--- src/rtl/vid_sync_gen_pkg.sv ---
// Purpose: shared raster-timing types and widths for the vid_sync_gen slice.
// Contents: counter/phase widths, count ceiling and the per-axis state encoding.
package vid_sync_gen_pkg;

  localparam int unsigned CNT_W   = 12;
  localparam int unsigned PC_W    = 4;
  localparam int unsigned CNT_MAX = 4095;
  localparam int unsigned DIV_MAX = 16;

  // Per-axis timing region; the same encoding serves horizontal and vertical.
  typedef enum logic [1:0] {
    AXIS_ACTIVE = 2'd0,
    AXIS_FP     = 2'd1,
    AXIS_SYNC   = 2'd2,
    AXIS_BP     = 2'd3
  } axis_state_e;

endpackage

--- src/rtl/vid_axis_counter.sv ---
// Purpose: one raster axis (pixels in a line or lines in a frame): position
//          counter plus ACTIVE/FP/SYNC/BP region FSM, all registered together.
// Ports:
//   i_clk, i_rst   clock, asynchronous active-high reset
//   i_step         advance one position
//   i_load_last    load the last position (reset-equivalent), overrides i_step
//   o_count        position 0..TOTAL-1
//   o_state        current region (axis_state_e encoding)
//   o_de           region == ACTIVE
//   o_sync         region == SYNC
//   o_wrap_c       combinational: position is the last one of the axis
module vid_axis_counter
  import vid_sync_gen_pkg::*;
#(
  parameter int unsigned RES  = 640,
  parameter int unsigned FP   = 16,
  parameter int unsigned SYNC = 96,
  parameter int unsigned BP   = 48
) (
  input  logic             i_clk,
  input  logic             i_rst,
  input  logic             i_step,
  input  logic             i_load_last,
  output logic [CNT_W-1:0] o_count,
  output logic [1:0]       o_state,
  output logic             o_de,
  output logic             o_sync,
  output logic             o_wrap_c
);

  localparam int unsigned TOTAL = RES + FP + SYNC + BP;
  localparam logic [CNT_W-1:0] END_ACTIVE = CNT_W'(RES - 1);
  localparam logic [CNT_W-1:0] END_FP     = CNT_W'(RES + FP - 1);
  localparam logic [CNT_W-1:0] END_SYNC   = CNT_W'(RES + FP + SYNC - 1);
  localparam logic [CNT_W-1:0] END_BP     = CNT_W'(TOTAL - 1);

  axis_state_e      r_state;
  axis_state_e      w_state_nxt;
  logic [CNT_W-1:0] r_count;
  logic [CNT_W-1:0] w_count_nxt;
  logic             r_de;
  logic             r_sync;

  // State/count register; de and sync are registered from the next state.
  always_ff @(posedge i_clk or posedge i_rst) begin
    if (i_rst) begin
      r_state <= AXIS_BP;
      r_count <= END_BP;
      r_de    <= 1'b0;
      r_sync  <= 1'b0;
    end else begin
      r_state <= w_state_nxt;
      r_count <= w_count_nxt;
      r_de    <= (w_state_nxt == AXIS_ACTIVE);
      r_sync  <= (w_state_nxt == AXIS_SYNC);
    end
  end

  // Next count and region; each region ends on its last position.
  always_comb begin
    w_state_nxt = r_state;
    w_count_nxt = r_count;
    if (i_load_last) begin
      w_state_nxt = AXIS_BP;
      w_count_nxt = END_BP;
    end else if (i_step) begin
      w_count_nxt = (r_count == END_BP) ? '0 : r_count + CNT_W'(1);
      case (r_state)
        AXIS_ACTIVE: if (r_count == END_ACTIVE) w_state_nxt = AXIS_FP;
        AXIS_FP:     if (r_count == END_FP)     w_state_nxt = AXIS_SYNC;
        AXIS_SYNC:   if (r_count == END_SYNC)   w_state_nxt = AXIS_BP;
        AXIS_BP:     if (r_count == END_BP)     w_state_nxt = AXIS_ACTIVE;
        default:     w_state_nxt = AXIS_BP;
      endcase
    end
  end

  assign o_count  = r_count;
  assign o_state  = r_state;
  assign o_de     = r_de;
  assign o_sync   = r_sync;
  assign o_wrap_c = (r_count == END_BP);

endmodule

--- src/rtl/vid_sync_gen.sv ---
// Purpose: raster timing generator. Sub-pixel phase counter, restart handling
//          and line/frame strobes around two vid_axis_counter instances. Every
//          timing output except pc_ena moves only on a pixel boundary, so all
//          are aligned and stable across a full pixel period.
// Ports:
//   pclk, reset          pixel clock, asynchronous active-high reset
//   run                  1 = advance, 0 = freeze everything including pc_ena
//   restart              pulse; re-phase to reset state at next pixel boundary
//   pc_ena[3:0]          sub-pixel phase 0..PIX_CLK_DIV-1
//   hde, vde, hs, vs     display enables and active-high syncs
//   h_count, v_count     raster coordinates
//   line_start           high for the pixel with h_count==0
//   frame_start          high for the pixel with h_count==0 && v_count==0
module vid_sync_gen
  import vid_sync_gen_pkg::*;
#(
  parameter int unsigned H_RES       = 640,
  parameter int unsigned H_FP        = 16,
  parameter int unsigned H_SYNC      = 96,
  parameter int unsigned H_BP        = 48,
  parameter int unsigned V_RES       = 480,
  parameter int unsigned V_FP        = 10,
  parameter int unsigned V_SYNC      = 2,
  parameter int unsigned V_BP        = 33,
  parameter int unsigned PIX_CLK_DIV = 1
) (
  input  logic        pclk,
  input  logic        reset,
  input  logic        run,
  input  logic        restart,
  output logic [3:0]  pc_ena,
  output logic        hde,
  output logic        vde,
  output logic        hs,
  output logic        vs,
  output logic [11:0] h_count,
  output logic [11:0] v_count,
  output logic        line_start,
  output logic        frame_start
);

  localparam int unsigned H_TOTAL = H_RES + H_FP + H_SYNC + H_BP;
  localparam int unsigned V_TOTAL = V_RES + V_FP + V_SYNC + V_BP;
  localparam logic [PC_W-1:0] PC_LAST = PC_W'(PIX_CLK_DIV - 1);

  // Elaboration-time parameter checks.
  if (H_TOTAL > CNT_MAX) begin : g_bad_h_total
    $error("vid_sync_gen: H_TOTAL exceeds 4095");
  end
  if (V_TOTAL > CNT_MAX) begin : g_bad_v_total
    $error("vid_sync_gen: V_TOTAL exceeds 4095");
  end
  if (PIX_CLK_DIV < 1 || PIX_CLK_DIV > DIV_MAX) begin : g_bad_div
    $error("vid_sync_gen: PIX_CLK_DIV must be 1..16");
  end
  if (H_BP < 1 || V_BP < 1) begin : g_bad_bp
    $error("vid_sync_gen: back porch must be at least 1");
  end

  logic [PC_W-1:0]  r_pc_ena;
  logic             r_restart_pend;
  logic             r_line_start;
  logic             r_frame_start;

  logic             w_boundary;
  logic             w_restart_now;
  logic             w_load;
  logic             w_h_step;
  logic             w_v_step;
  logic             w_h_wrap;
  logic             w_v_wrap;
  logic [1:0]       w_h_state;
  logic [1:0]       w_v_state;
  logic [CNT_W-1:0] w_h_count;
  logic [CNT_W-1:0] w_v_count;

  // A restart arriving on the boundary edge itself applies at that edge.
  assign w_boundary    = run && (r_pc_ena == PC_LAST);
  assign w_restart_now = restart || r_restart_pend;
  assign w_load        = w_boundary && w_restart_now;
  assign w_h_step      = w_boundary && !w_restart_now;
  assign w_v_step      = w_h_step && w_h_wrap;

  // Sub-pixel phase; frozen while run is low, untouched by restart.
  always_ff @(posedge pclk or posedge reset) begin
    if (reset) begin
      r_pc_ena <= '0;
    end else if (run) begin
      r_pc_ena <= (r_pc_ena == PC_LAST) ? '0 : r_pc_ena + PC_W'(1);
    end
  end

  // Pending restart held until consumed by a boundary, even across run=0.
  always_ff @(posedge pclk or posedge reset) begin
    if (reset) begin
      r_restart_pend <= 1'b0;
    end else if (w_boundary) begin
      r_restart_pend <= 1'b0;
    end else if (restart) begin
      r_restart_pend <= 1'b1;
    end
  end

  // Strobes reflect the position the counters move to on this boundary.
  always_ff @(posedge pclk or posedge reset) begin
    if (reset) begin
      r_line_start  <= 1'b0;
      r_frame_start <= 1'b0;
    end else if (w_load) begin
      r_line_start  <= 1'b0;
      r_frame_start <= 1'b0;
    end else if (w_h_step) begin
      r_line_start  <= w_h_wrap;
      r_frame_start <= w_h_wrap && w_v_wrap;
    end
  end

  vid_axis_counter #(
    .RES  (H_RES),
    .FP   (H_FP),
    .SYNC (H_SYNC),
    .BP   (H_BP)
  ) u_h_axis (
    .i_clk       (pclk),
    .i_rst       (reset),
    .i_step      (w_h_step),
    .i_load_last (w_load),
    .o_count     (w_h_count),
    .o_state     (w_h_state),
    .o_de        (hde),
    .o_sync      (hs),
    .o_wrap_c    (w_h_wrap)
  );

  vid_axis_counter #(
    .RES  (V_RES),
    .FP   (V_FP),
    .SYNC (V_SYNC),
    .BP   (V_BP)
  ) u_v_axis (
    .i_clk       (pclk),
    .i_rst       (reset),
    .i_step      (w_v_step),
    .i_load_last (w_load),
    .o_count     (w_v_count),
    .o_state     (w_v_state),
    .o_de        (vde),
    .o_sync      (vs),
    .o_wrap_c    (w_v_wrap)
  );

  // Registered enables must always agree with the region they decode.
  a_h_region: assert property (@(posedge pclk) disable iff (reset)
    (hde == (w_h_state == AXIS_ACTIVE)) && (hs == (w_h_state == AXIS_SYNC)));
  a_v_region: assert property (@(posedge pclk) disable iff (reset)
    (vde == (w_v_state == AXIS_ACTIVE)) && (vs == (w_v_state == AXIS_SYNC)));

  assign pc_ena      = r_pc_ena;
  assign h_count     = w_h_count;
  assign v_count     = w_v_count;
  assign line_start  = r_line_start;
  assign frame_start = r_frame_start;

endmodule
--- config.mk ---
export PLATFORM = sky130hd
export DESIGN_NAME = vid_sync_gen
export DESIGN_NICKNAME = d
export VERILOG_FILES = /design/src/rtl/vid_sync_gen_pkg.sv /design/src/rtl/vid_axis_counter.sv /design/src/rtl/vid_sync_gen.sv
export SDC_FILE = /design/constraint.sdc
export NUM_CORES = 1
export LEC_CHECK = 0
export BUFFER_PORTS_ARGS = -buffer_cell sky130_fd_sc_hd__buf_4
export CELL_PAD_IN_SITES_DETAIL_PLACEMENT = 1
export CELL_PAD_IN_SITES_GLOBAL_PLACEMENT = 1
export CORE_MARGIN = 1
export CORE_UTILIZATION = 30
export DETAILED_ROUTE_END_ITERATION = 12
export GPL_TIMING_DRIVEN = 0
export PLACE_DENSITY_LB_ADDON = 0.1
export REMOVE_ABC_BUFFERS = 1
export SETUP_SLACK_MARGIN = 0.4
export SLEW_MARGIN = 20
export SYNTH_ARGS = -nofsm -noshare
export SYNTH_HDL_FRONTEND = slang
export SYNTH_SLANG_ARGS = --single-unit
--- constraint.sdc ---
create_clock -name pclk -period 5.5 [get_ports pclk]
set_input_delay 1.1 -clock pclk [delete_from_list [all_inputs] [get_ports pclk]]
set_output_delay 1.1 -clock pclk [all_outputs]
set_load 0.05 [all_outputs]
==> impl_metrics.yaml, run 1 <==
final_layout:
  diodes: 0
  finish.utilization_pct: 37.2
  drive_gt1_share_pct: 25.7
  area_delta_synth_final_pct: 20.0
  fin_cells: 375
  layout.nets: 285
  final_cell_mix: "buf_4, nand2_1, dfrtp_1"
  fillers: 893
  final_common_cell: "buf_4"
routing:
  viasPerCell: 5.37
  vias: 2012
  drcViolationCount: 0
  drtIter0Drc: 68
  wire_per_inst_um: 17.0
  wirelength_um: 6390
  first_pass_iters: 4
  antenna_left: 0
synth:
  async_flop_share_pct: 100
  synth_warnings: 0
  synth_ff_type: "dfrtp_1"
  syn-instance-count: 241
  synth_seq_area_share_pct: 44.4
  synth.avg_cell_area_um2: 9.28
  syn_area_um2: 2240
  ys_types: 59
  synth-edff-count: 0
  ys_ff_latch: 39
global_route:
  met2_usage_pct: 29.2
  grt_pass1_wl_um: 10500
  grt-busiest-layer: "met2"
  gr-usage-met1_pct: 24.0
  grt_max_degree: 22
  grt-ovfl-total: 0
  grt_util_met3_pct: 3.08
  grt_pass1_vias: 2010
  antenna_found_initial: 0
  grt.total_usage_pct: 17.8
sta:
  fin_crit_sh_pct: 53.7
  fin_crit_ps: 2960
  holdWs_ps: 485
  hold_viol_final: 0
  fmax_mhz: 338
  setup_viol: 0
  setup_ws_ps: 2540
  finClkSkew_ps: 3.02
  slew_headroom_pct: 39.8
  worst-slew-pin-transition_ps: 893
  slew_viol_final: 0
  grt_setup_unrepaired: "false"
  fin_setup_tns_ps: 0
clock_tree:
  clk_pin_slew_ps: 80
  h-tree-depth: 2
  numCtsBuffers: 5
  cts_tree: "yes"
  root_buffer: "clkbuf_8"
  clk_latency_ps: 290
  cts_buffer_depth: 2
  cts_hold_buf: 0
  clkSinkCount: 39
  cts_setup_buffers: 0
  ctsResizeCount: 0
setup_path:
  max_stage_delay_ps: 710
  path_max_fanout: 19
  critPathLaunchType: "input pin"
  slowest_stage: "and4bb_1"
  required_ps: 5710
  critical_path.cell_chain: "buf_4 > and4bb_1 > nand2_4 > nor3_1 > a21oi_1 > o21ai_0"
  path_buf_inv: 1
  cp-end-kind: "flip-flop"
  arrival_ps: 3170
  cp_top_family: "simple AND/OR/NAND/NOR gates"
  crit_type: "input pin to flip-flop"
placement:
  hpwl_um: 4490
  io_buffer_count: 37
  pre_cts_ws_ps: 2240
  dp_cells: 367
  gp_congestion: 0.761
floorplan:
  fp.dieH_um: 88.4
  start_util_pct: 31.0
  pin_count: 38
  die_w_um: 88.4
  fp.coreArea_um2: 7210
  rows: 31
  die_area_um2: 7810
power:
  ir_drop_uv: 225
  leakage_nw: 1.14
  powerDensity_nw_per_um2: 481
worst_hold_path:
  hp-class: "flip-flop to flip-flop"
job:
  drv_cap: 0
run_status:
  status: "complete, no violations"
-- metal layers --
layer / vias up / wire length, um
li1: 958 / -
met1: 1021 / 3130
met2: 28 / 3010
met3: 5 / 174
met4: 0 / 79
met5: - / 0
-- synthesized netlist by cell type (2+ instances only) --
cell type	n	area [um2]
nor3_1	9	45.0
nand3_1	11	55.1
o21ai_0	21	105
nor2b_1	2	12.5
nor3_2	2	20.0
nor4_1	3	18.8
dfstp_2	14	368
and3_1	7	43.8
and2_1	2	12.5
nand2b_1	2	12.5
nand2_1	29	109
xnor2_1	4	35.0
ha_1	6	75.1
or4b_1	2	20.0
o211ai_1	2	15.0
nor2_1	17	63.8
or3_1	2	12.5
nor4b_1	2	17.5
nor4bb_1	3	30.0
o41ai_1	2	17.5
o21ai_1	3	15.0
a22o_1	4	35.0
a21oi_1	9	45.0
o311ai_1	3	26.3
buf_2	2	10.0
nand4_1	8	50.1
dfrtp_1	25	626
xor2_1	2	17.5
inv_1	8	30.0
buf_6	2	22.5
clkbuf_1	5	18.8
-- state kept, by name, summed over array words and instances (netlist names) --
signal and cells:
u_h_axis.o_count 12, r_restart_pend 1, u_h_axis.o_sync 1, u_v_axis.o_state 2, u_v_axis.o_de 1, u_v_axis.o_sync 1, u_v_axis.o_count 12, frame_start 1
u_h_axis.o_de 1, u_h_axis.o_state 2, pc_ena 4, line_start 1
-- path summary, 6_finish.rpt --
kind                              from              endpoint  slack [ps]  depth (start not counted)
max                                run  u_v_axis.o_count[11]        2540                          6
min                        frame_start           frame_start         490                          2
max reg2reg                  pc_ena[0]  u_v_axis.o_count[11]        2800                          7
min reg2reg                frame_start           frame_start         490                          2
max in group asynchronous        reset   u_h_axis.o_count[3]        4130                          3
min in group asynchronous        reset   u_v_axis.o_count[1]         820                          2
-- per-stage QoR --
step | power [mW] | instance area, um2
2_1_floorplan | 0.905 | 2170
3_3_place_gp | 1.10 | 2580
3_5_place_dp | 1.11 | 2600
4_1_cts | 1.31 | 2690
5_1_grt | 1.39 | 2690
6_report | 1.29 | 2690
-- tightest hold or removal path: cells and delay by family (launching register included) --
kind | cells | cell delay (ps)
flops | 1 | 360
simple gates | 2 | 100
-- area by class of cell --
cell class | instances | area [um2] | share of cell area, %
tap | 99 | 124 | 4.61
clock buffer | 7 | 76.3 | 2.84
multi-input combinational | 183 | 1150 | 42.9
clock inverter | 1 | 5.00 | 0.186
inverter | 8 | 30.0 | 1.12
sequential | 39 | 993 | 37.0
timing repair buffer | 38 | 305 | 11.4
-- power by group --
part           leakage (nW)  total, mW  internal [mW]  switching (mW)
clock                0.0422      0.192         0.0892           0.103
combinational         0.610      0.627          0.195           0.432
sequential            0.485      0.472          0.379          0.0939
-- logic make-up after synthesis --
family          synth area share, %
fa+ha+maj                      3.36
compound gates                 17.6
flops                          44.4
simple gates                   28.2
buf+inv                        4.14
xor+xnor                       2.35
No activity file was read; power rests on OpenSTA's default activity.
==> inputs of run 2 (changes only) <==
Clock period 5.5 ns to 3.1 ns, I/O delays scaled along.
==> run 2 against run 1 <==
  * Core utilization up 0.17 points
  * Via count down 0.35%
  * Routed wire length down 0.17%
  * Die area unchanged
  * Sequential power up 77%
  * First-iteration DRC count up 12%
  * Critical path depth unchanged
  * Total power up 78%
  * Combinational power up 79%
  * Cell count unchanged
  * Critical path type is now flip-flop to flip-flop
  * Largest cell class unchanged
==> impl_metrics.yaml, run 2 (synthesis gave the netlist of run 1 again) <==
run_status:
  status: "complete, no violations"
setup_path:
  cp-end-kind: "flip-flop"
  max_stage_delay_ps: 570
  path_buf_inv: 0
  worstRegToRegCells: 6
  crit_type: "flip-flop to flip-flop"
  critical_path.cell_chain: "ha_1 > and4_1 > nand3_2 > or3_4 > or3_1 > o21ai_0"
  critPathLaunchType: "flip-flop"
  arrival_ps: 2680
  crit_cells: 6
  slowest_stage: "dfstp_2"
  cp_top_family: "simple AND/OR/NAND/NOR gates"
  required_ps: 3310
  path_max_fanout: 12
placement:
  io_buffer_count: 37
  pre_cts_ws_ps: 316
  gp_congestion: 0.761
  hpwl_um: 4490
clock_tree:
  cts_tree: "yes"
  h-tree-depth: 2
  numCtsBuffers: 5
  clkSinkCount: 39
  cts_buffer_depth: 2
  cts_setup_buffers: 0
  clk_pin_slew_ps: 80
  cts_hold_buf: 0
  ctsResizeCount: 2
  root_buffer: "clkbuf_8"
  clk_latency_ps: 290
final_layout:
  fillers: 893
  final_common_cell: "buf_4"
  ff_latch_area_um2: 993
  finish.utilization_pct: 37.4
  drive_gt1_share_pct: 27.2
  multi_input_area_um2: 1160
  final_cell_mix: "buf_4, nand2_1, dfrtp_1"
  layout.nets: 285
  diodes: 0
  area_delta_synth_final_pct: 20.6
power:
  ir_drop_uv: 400
  leakage_nw: 1.14
  powerDensity_nw_per_um2: 853
  finalPower_mw: 2.30
sta:
  worst-slew-pin-transition_ps: 843
  fmax_mhz: 406
  finClkSkew_ps: 2.83
  fin_setup_tns_ps: 0
  setup_viol: 0
  setup_ws_ps: 638
  slew_viol_final: 0
  fin_crit_sh_pct: 79.4
  fin_crit_ps: 2460
  slew_headroom_pct: 43.2
  grt_setup_unrepaired: "false"
  hold_viol_final: 0
global_route:
  grt_pass1_vias: 2009
  antenna_found_initial: 0
  grt.total_usage_pct: 17.8
  grt_pass1_wl_um: 10500
  grt_max_degree: 22
  grt-ovfl-total: 0
job:
  drv_cap: 0
routing:
  vias: 2005
  wire_per_inst_um: 17.0
  wirelength_um: 6380
  drcViolationCount: 0
  drtIter0Drc: 76
  antenna_left: 0
  first_pass_iters: 4
  viasPerCell: 5.35
floorplan:
  die_w_um: 88.4
  die_area_um2: 7810
  fp.dieH_um: 88.4
  pin_count: 38
  fp.coreArea_um2: 7210
  start_util_pct: 31.0
  rows: 31
worst_hold_path:
  hp-class: "input pin to asynchronous set/reset pin"
==> run 2: cell counts in the layout (fill, tap and decap cells not counted) <==
Identical to the previous run, type by type.
==> run 2: through the flow <==
stage	instance area, um2	hold slack, ps	cells
after detailed placement	2600	469	367
after CTS	2690	348	375
after global routing	2700	365	375
final	2700	342	375
after global placement	2580	457	366
after floorplan	2170	547	230
==> run 2: where the power goes <==
part           internal, mW  switching, mW  total (mW)  leakage, nW
sequential            0.672          0.166       0.837        0.485
clock                 0.158          0.184       0.342       0.0422
combinational         0.351          0.771        1.12        0.608
total                  1.18           1.12        2.30         1.14
==> run 2: layout make-up <==
cell class / count / share of cell area, %
well taps: 99 / 4.59
multi-input cells: 183 / 43.1
flip-flops and latches: 39 / 36.8
clock inverters: 1 / 0.186
inverters: 8 / 1.11
repair buffers: 38 / 11.3
clock buffers: 7 / 2.83
==> run 2: final timing paths <==
check | startpoint | to | slack [ps]
worst max register to register | u_h_axis.o_count[0] | u_v_axis.o_count[11] | 640
max in group asynchronous | reset | u_v_axis.o_count[2] | 2210
worst min-delay path | reset | u_v_axis.o_count[1] | 340
worst max-delay path | u_h_axis.o_count[0] | u_v_axis.o_count[11] | 640
worst min register to register | frame_start | frame_start | 490
min in group pclk | frame_start | frame_start | 490
==> run 2: layer usage <==
layer | wire, um | GRT usage, % | vias to the layer above
met3 | 189 | 3.08 | 5
li1 | - | - | 957
met1 | 3060 | 24.0 | 1014
met5 | 0 | 0 | -
met2 | 3050 | 29.2 | 29
met4 | 79 | 5.57 | 0
